$ cat src/rtl/gbe_bframe_status_if.sv
// rtl/gbe_bframe_status_if.sv - TX word stream, control and status signals of gbe_bframe_status
interface gbe_bframe_status_if;
    logic        in_valid;
    logic        in_eof;
    logic        in_overflow;
    logic        in_link_up;
    logic        ctrl_clr;
    logic [31:0] user_data_out;
    logic        frame_done;
    logic        frame_bad;

    modport master (
        output in_valid, in_eof, in_overflow, in_link_up, ctrl_clr,
        input  user_data_out, frame_done, frame_bad
    );

    modport slave (
        input  in_valid, in_eof, in_overflow, in_link_up, ctrl_clr,
        output user_data_out, frame_done, frame_bad
    );
endinterface

$ cat src/rtl/gbe_bframe_status.sv
// rtl/gbe_bframe_status.sv - per-frame GbE TX status word; length check enabled by BFRAME_LEN_CHECK_EN
module gbe_bframe_status #(
    parameter int EXP_LEN = 128,
    parameter int LEN_W   = 16
) (
    input  logic               user_clk,
    input  logic               user_rst,
    gbe_bframe_status_if.slave bus
);
    typedef enum logic [1:0] {
        S_IDLE    = 2'd0,
        S_FRAME   = 2'd1,
        S_DISCARD = 2'd2,
        S_ILLEGAL = 2'd3
    } state_t;

    state_t      state_q, state_d;
    logic        err_q, err_d;
    logic        done_q, done_d;
    logic        bad_q, bad_d;
    logic        link_q;
    logic        ovf_q, ovf_d;
    logic [11:0] bad_cnt_q, bad_cnt_d;
    logic [15:0] good_cnt_q, good_cnt_d;
    logic        err_now;
    logic        len_bad;

    assign err_now = bus.in_overflow | ~bus.in_link_up;

`ifdef BFRAME_LEN_CHECK_EN
    logic [LEN_W-1:0] len_q, len_d, len_next;

    // len_q is zero whenever idle, so len_next is the word count including the current word
    assign len_next = (len_q == {LEN_W{1'b1}}) ? len_q : len_q + LEN_W'(1);
    assign len_bad  = (len_next != LEN_W'(EXP_LEN));

    always_comb begin
        len_d = len_q;
        if (state_d == S_IDLE) begin
            len_d = '0;
        end else if (bus.in_valid) begin
            len_d = len_next;
        end
    end

    always_ff @(posedge user_clk or posedge user_rst) begin
        if (user_rst) begin
            len_q <= '0;
        end else begin
            len_q <= len_d;
        end
    end
`else
    logic unused_cfg;
    assign len_bad    = 1'b0;
    assign unused_cfg = (EXP_LEN == LEN_W);
`endif

    always_comb begin
        state_d    = state_q;
        err_d      = err_q;
        done_d     = 1'b0;
        bad_d      = 1'b0;
        ovf_d      = bus.in_overflow | (ovf_q & ~bus.ctrl_clr);
        good_cnt_d = good_cnt_q;
        bad_cnt_d  = bad_cnt_q;

        case (state_q)
            S_IDLE: begin
                err_d = 1'b0;
                if (bus.in_valid) begin
                    if (bus.in_eof) begin
                        done_d = 1'b1;
                        bad_d  = err_now | len_bad;
                    end else begin
                        state_d = S_FRAME;
                        err_d   = err_now;
                    end
                end
            end
            S_FRAME: begin
                if (bus.in_valid && bus.in_eof) begin
                    done_d  = 1'b1;
                    bad_d   = err_q | err_now | len_bad;
                    state_d = S_IDLE;
                    err_d   = 1'b0;
                end else if (err_q || err_now) begin
                    state_d = S_DISCARD;
                    err_d   = 1'b1;
                end
            end
            S_DISCARD: begin
                if (bus.in_valid && bus.in_eof) begin
                    done_d  = 1'b1;
                    bad_d   = 1'b1;
                    state_d = S_IDLE;
                    err_d   = 1'b0;
                end
            end
            default: begin
                state_d = S_IDLE;
                err_d   = 1'b0;
            end
        endcase

        // a clear in the classification cycle drops that frame from both counts
        if (bus.ctrl_clr) begin
            good_cnt_d = '0;
            bad_cnt_d  = '0;
        end else if (done_d) begin
            if (bad_d) begin
                if (bad_cnt_q != 12'hFFF) begin
                    bad_cnt_d = bad_cnt_q + 12'd1;
                end
            end else begin
                good_cnt_d = good_cnt_q + 16'd1;
            end
        end
    end

    always_ff @(posedge user_clk or posedge user_rst) begin
        if (user_rst) begin
            state_q    <= S_IDLE;
            err_q      <= 1'b0;
            done_q     <= 1'b0;
            bad_q      <= 1'b0;
            link_q     <= 1'b0;
            ovf_q      <= 1'b0;
            good_cnt_q <= '0;
            bad_cnt_q  <= '0;
        end else begin
            state_q    <= state_d;
            err_q      <= err_d;
            done_q     <= done_d;
            bad_q      <= bad_d;
            link_q     <= bus.in_link_up;
            ovf_q      <= ovf_d;
            good_cnt_q <= good_cnt_d;
            bad_cnt_q  <= bad_cnt_d;
        end
    end

    assign bus.user_data_out = {link_q, ovf_q, state_q, bad_cnt_q, good_cnt_q};
    assign bus.frame_done    = done_q;
    assign bus.frame_bad     = bad_q;
endmodule

$ cat src/flat_wrapper.sv
// flat-port wrapper written by rule: the top's interface ports become plain ports
module gbe_bframe_status_flat 
#(
    parameter int EXP_LEN = 128,
    parameter int LEN_W   = 16
)
  (user_clk, user_rst, bus_in_valid, bus_in_eof, bus_in_overflow, bus_in_link_up, bus_ctrl_clr, bus_user_data_out, bus_frame_done, bus_frame_bad);
  gbe_bframe_status_if bus_i ();
  input  logic user_clk;
  input  logic user_rst;
  input wire logic [$bits(bus_i.in_valid)-1:0] bus_in_valid;
  input wire logic [$bits(bus_i.in_eof)-1:0] bus_in_eof;
  input wire logic [$bits(bus_i.in_overflow)-1:0] bus_in_overflow;
  input wire logic [$bits(bus_i.in_link_up)-1:0] bus_in_link_up;
  input wire logic [$bits(bus_i.ctrl_clr)-1:0] bus_ctrl_clr;
  output wire logic [$bits(bus_i.user_data_out)-1:0] bus_user_data_out;
  output wire logic [$bits(bus_i.frame_done)-1:0] bus_frame_done;
  output wire logic [$bits(bus_i.frame_bad)-1:0] bus_frame_bad;
  assign bus_i.in_valid = bus_in_valid;
  assign bus_i.in_eof = bus_in_eof;
  assign bus_i.in_overflow = bus_in_overflow;
  assign bus_i.in_link_up = bus_in_link_up;
  assign bus_i.ctrl_clr = bus_ctrl_clr;
  assign bus_user_data_out = bus_i.user_data_out;
  assign bus_frame_done = bus_i.frame_done;
  assign bus_frame_bad = bus_i.frame_bad;
  gbe_bframe_status #(.EXP_LEN(EXP_LEN), .LEN_W(LEN_W)) u_core (.user_clk(user_clk), .user_rst(user_rst), .bus(bus_i));
endmodule
$ cat config.mk
export PLATFORM = sky130hd
export DESIGN_NAME = gbe_bframe_status_flat
export DESIGN_NICKNAME = d
export VERILOG_FILES = /design/src/rtl/gbe_bframe_status_if.sv /design/src/rtl/gbe_bframe_status.sv /design/src/flat_wrapper.sv
export SDC_FILE = /design/constraint.sdc
export NUM_CORES = 1
export LEC_CHECK = 0
export CAP_MARGIN = 20
export CELL_PAD_IN_SITES_DETAIL_PLACEMENT = 0
export CELL_PAD_IN_SITES_GLOBAL_PLACEMENT = 1
export CORE_ASPECT_RATIO = 0.5
export CORE_MARGIN = 3
export CORE_UTILIZATION = 35
export DETAILED_ROUTE_END_ITERATION = 10
export GPL_ROUTABILITY_DRIVEN = 0
export GPL_TIMING_DRIVEN = 0
export HOLD_SLACK_MARGIN = 0.08
export PLACE_DENSITY = 0.87
export SYNTH_ARGS = -nofsm -noshare
export SYNTH_HDL_FRONTEND = slang
export SYNTH_SLANG_ARGS = --single-unit
$ cat constraint.sdc
create_clock -name user_clk -period 1.8 [get_ports user_clk]
set_input_delay 0.18 -clock user_clk [delete_from_list [all_inputs] [get_ports user_clk]]
set_output_delay 0.18 -clock user_clk [all_outputs]
set_load 0.005 [all_outputs]
==> key figures <==
STA
  – Fmax: 0.5128 GHz
  – Slew Limit Fails: 0
  – Hold slack: 0.3057 ns
  – Period utilization: 1.083
  – Fin Setup TNS: -1.680 ns
  – Final min period: 1.950 ns
  – Worst Max-Slew Pin Slew: 0.7268 ns
  – Final setup fails: 22
  – Slew HR: 0.5149
  – Clock Skews: 0.005942 ns
  – RSZ-0062 raised after global routing: true
  – Fin. Hold Viols: 0
  – Final worst-path setup slack: -0.1501 ns

Synth
  – Synth Instances: 204
  – Post-synthesis sequential area ratio: 0.4534
  – Syn_area_per_cell: 9.470 um2
  – Area leader, netlist: dfrtp_1
  – Syn_nets: 217
  – Cell Area, Synth: 0.001932 mm2
  – Synth Warn #: 0
  – Post-synth top area share: 0.4534
  – Synth Register Bits: 35
  – Library cells used by synthesis: 44
  – Ranking of synthesized cells by area: dfrtp_1 (45%), nor2_1 (4.9%), ha_1 (3.9%)

Hold path
  – Worst min path class: primary input to asynchronous set/reset pin

Cells and area
  – Multi-input combinational cell area: 0.001236 mm2
  – Fillcell total: 411
  – Ant diodes: 0
  – Most common cell after layout, fill and taps aside: clkdlybuf4s50_1
  – Most frequent cells in the layout: clkdlybuf4s50_1 (39), dfrtp_1 (32), nor2_1 (23), buf_4 (15)
  – Design Area, Final: 0.002957 mm2
  – Final core occ: 0.5783
  – Post-layout net count: 279
  – FF/Latch Area: 879.6 um2
  – Syn-to-layout area delta: 53.04%
  – Share of post-route cells with drive strength above 1: 0.2921
  – Final non-filler cell total: 337

Placed design
  – HPWL after DPL: 3.368 mm
  – Placed insts: 314
  – Post-DP Area: 0.002472 mm2
  – Port Buf Inserts: 39
  – Pre-CTS setup slack: -0.4557 ns

Global route
  – First-pass GRT wire length: 8.100 mm
  – GR Util All Layers: 0.1547
  – Initial antenna violation count: 0
  – Global route overflow: 0
  – Vias in the first global route: 1694
  – Largest net degree at the start of global routing: 21

Clock tree
  – Clock slew at reported path FFs: 0.07 ns
  – CTS tree: done
  – Clk_lat worst skew: 0.29 ns
  – H-tree levels: 2
  – CTS Hold Bufs: 0
  – Clk root buf: clkbuf_8
  – Clock Tree Buf Depth: 2
  – Sink Count: 35
  – CTS Buf Count: 5

Route
  – Initial DRT Pass Iterations: 4
  – Post-DRT Antenna Nets: 0
  – Via density: 5.264
  – DRC viols: 0
  – Via count: 1774
  – Routed WL: 5.087 mm
  – Drt wl/cell: 15.09 um
  – 1st-iter DRT viols: 44

Worst setup path
  – Critical path startpoint category: flop
  – Crit-path slowest cell: or4_4
  – Crit-path cells: buf_6 > ha_4 > nand2b_4 > or4_4 > or3_1 > a21oi_2
  – Worst path bufs/invs: 1
  – WS Path Type: flop to flop
  – Max stage delay on crit path: 0.57 ns
  – Crit end category: flop
  – CP required: 2.01 ns
  – Crit-path leading delay family: simple AND/OR/NAND/NOR gates
  – Worst EP arrival: 2.16 ns
  – WP depth: 6
  – R2R depth: 6
  – Worst Path Max Fanout: 8

Floorplanning
  – Die height: 58.54 um
  – Die Width: 111.1 um
  – Die ar.: 0.006501 mm2
  – Total core area: 0.005112 mm2
  – IO Pins: 41
  – Starting Density: 0.3779
  – Cell Rows: 18

Outcome
  – Outcome: finished with violations
  – Failing checks: negative setup slack

Power and ir drop
  – VDD IR-drop max: 0.4458 mV
  – P per Cell Area: 917.7 mW/mm2
  – LEAKAGE: 1.153 nW
  – Pwr Total: 2.713 mW

Flow run
  – Max-cap violations: 0
synthesized netlist by cell type, drive strengths merged:
| cell type | instances |
|---|---|
| dfrtp | 35 |
| nor2 | 25 |
| nand2 | 12 |
| nand3 | 12 |
| inv | 11 |
| o21ai | 11 |
| a21oi | 10 |
| or3 | 9 |
| nor4 | 8 |
| xnor2 | 7 |
| buf | 6 |
| ha | 6 |
| nand4 | 6 |
| nor3 | 6 |
| xor2 | 6 |
| clkbuf | 3 |
| nor2b | 3 |
| a21o | 2 |
| mux2 | 2 |
| mux2i | 2 |
| nor3b | 2 |
| o211ai | 2 |
| o21a | 2 |
| o31a | 2 |
| or2 | 2 |
| or4 | 2 |
| a221oi | 1 |
| a31oi | 1 |
| and3 | 1 |
| and4 | 1 |
| nand2b | 1 |
| nand3b | 1 |
| nor4b | 1 |
| o211a | 1 |
| o21bai | 1 |
| o22ai | 1 |
state kept, by name (all words and copies together), names as in the netlist:
register,cells
u_core.err_q,1
u_core.link_q,1
u_core.bus.frame_done,1
u_core.ovf_q,1
u_core.good_cnt_q,16
u_core.bad_cnt_q,12
u_core.bus.frame_bad,1
u_core.state_q,2
path summary, 6_finish.rpt:
path | from | endpoint | slack, ns
worst max register to register | u_core.state_q[1] | u_core.good_cnt_q[2] | -0.15
worst max-delay path | u_core.state_q[1] | u_core.good_cnt_q[2] | -0.15
min in group user_clk | bus_in_link_up | u_core.link_q | 0.36
worst min register to register | u_core.ovf_q | u_core.ovf_q | 0.49
worst min-delay path | user_rst | u_core.bad_cnt_q[6] | 0.31
max in group asynchronous | user_rst | u_core.good_cnt_q[8] | 0.94
cell type report:
| type | instances | share of cell area |
|---|---|---|
| Clock buffer | 8 | 0.03386 |
| Buffer | 7 | 0.01523 |
| Sequential cell | 35 | 0.2975 |
| Timing Repair Buffer | 57 | 0.1909 |
| Multi-Input combinational cell | 149 | 0.4181 |
| Inverter | 11 | 0.01481 |
| Tap cell | 70 | 0.02962 |
logic make-up (layout without fill, tap and decap cells):
logic type | count (synthesis) | after routing | share of synthesized area
muxes | 4 | 4 | 0.02202
adders and majority gates | 6 | 6 | 0.03886
and+or+nand+nor | 92 | 92 | 0.2688
buffers and inverters | 20 | 83 | 0.04857
xor gates and xnor gates | 13 | 13 | 0.05894
AOI/OAI and AO/OA | 34 | 34 | 0.1095
DFF | 35 | 35 | 0.4534
routing by layer:
layer	track usage	routed length, um
met5	0	0
met4	0.04679	77
met3	0.03593	224
met2	0.2621	2448
met1	0.2026	2336
what timing repair did:
| action | 4_1_cts | 5_1_grt |
|---|---|---|
| gates cloned | 1 | 0 |
| endpoints found under the setup margin | 28 | 29 |
| buffers inserted | 11 | 5 |
| pin swaps | 13 | 12 |
| resized for setup | 30 | 26 |
report_power, final:
group	internal (mW)	switching, mW	leakage (nW)	total [mW]
logic	0.552	0.630	0.629	1.18
clock network	0.349	0.287	0.0515	0.636
registers	0.844	0.0523	0.473	0.896
total	1.74	0.969	1.15	2.71
(Power assumes the default switching activity.)
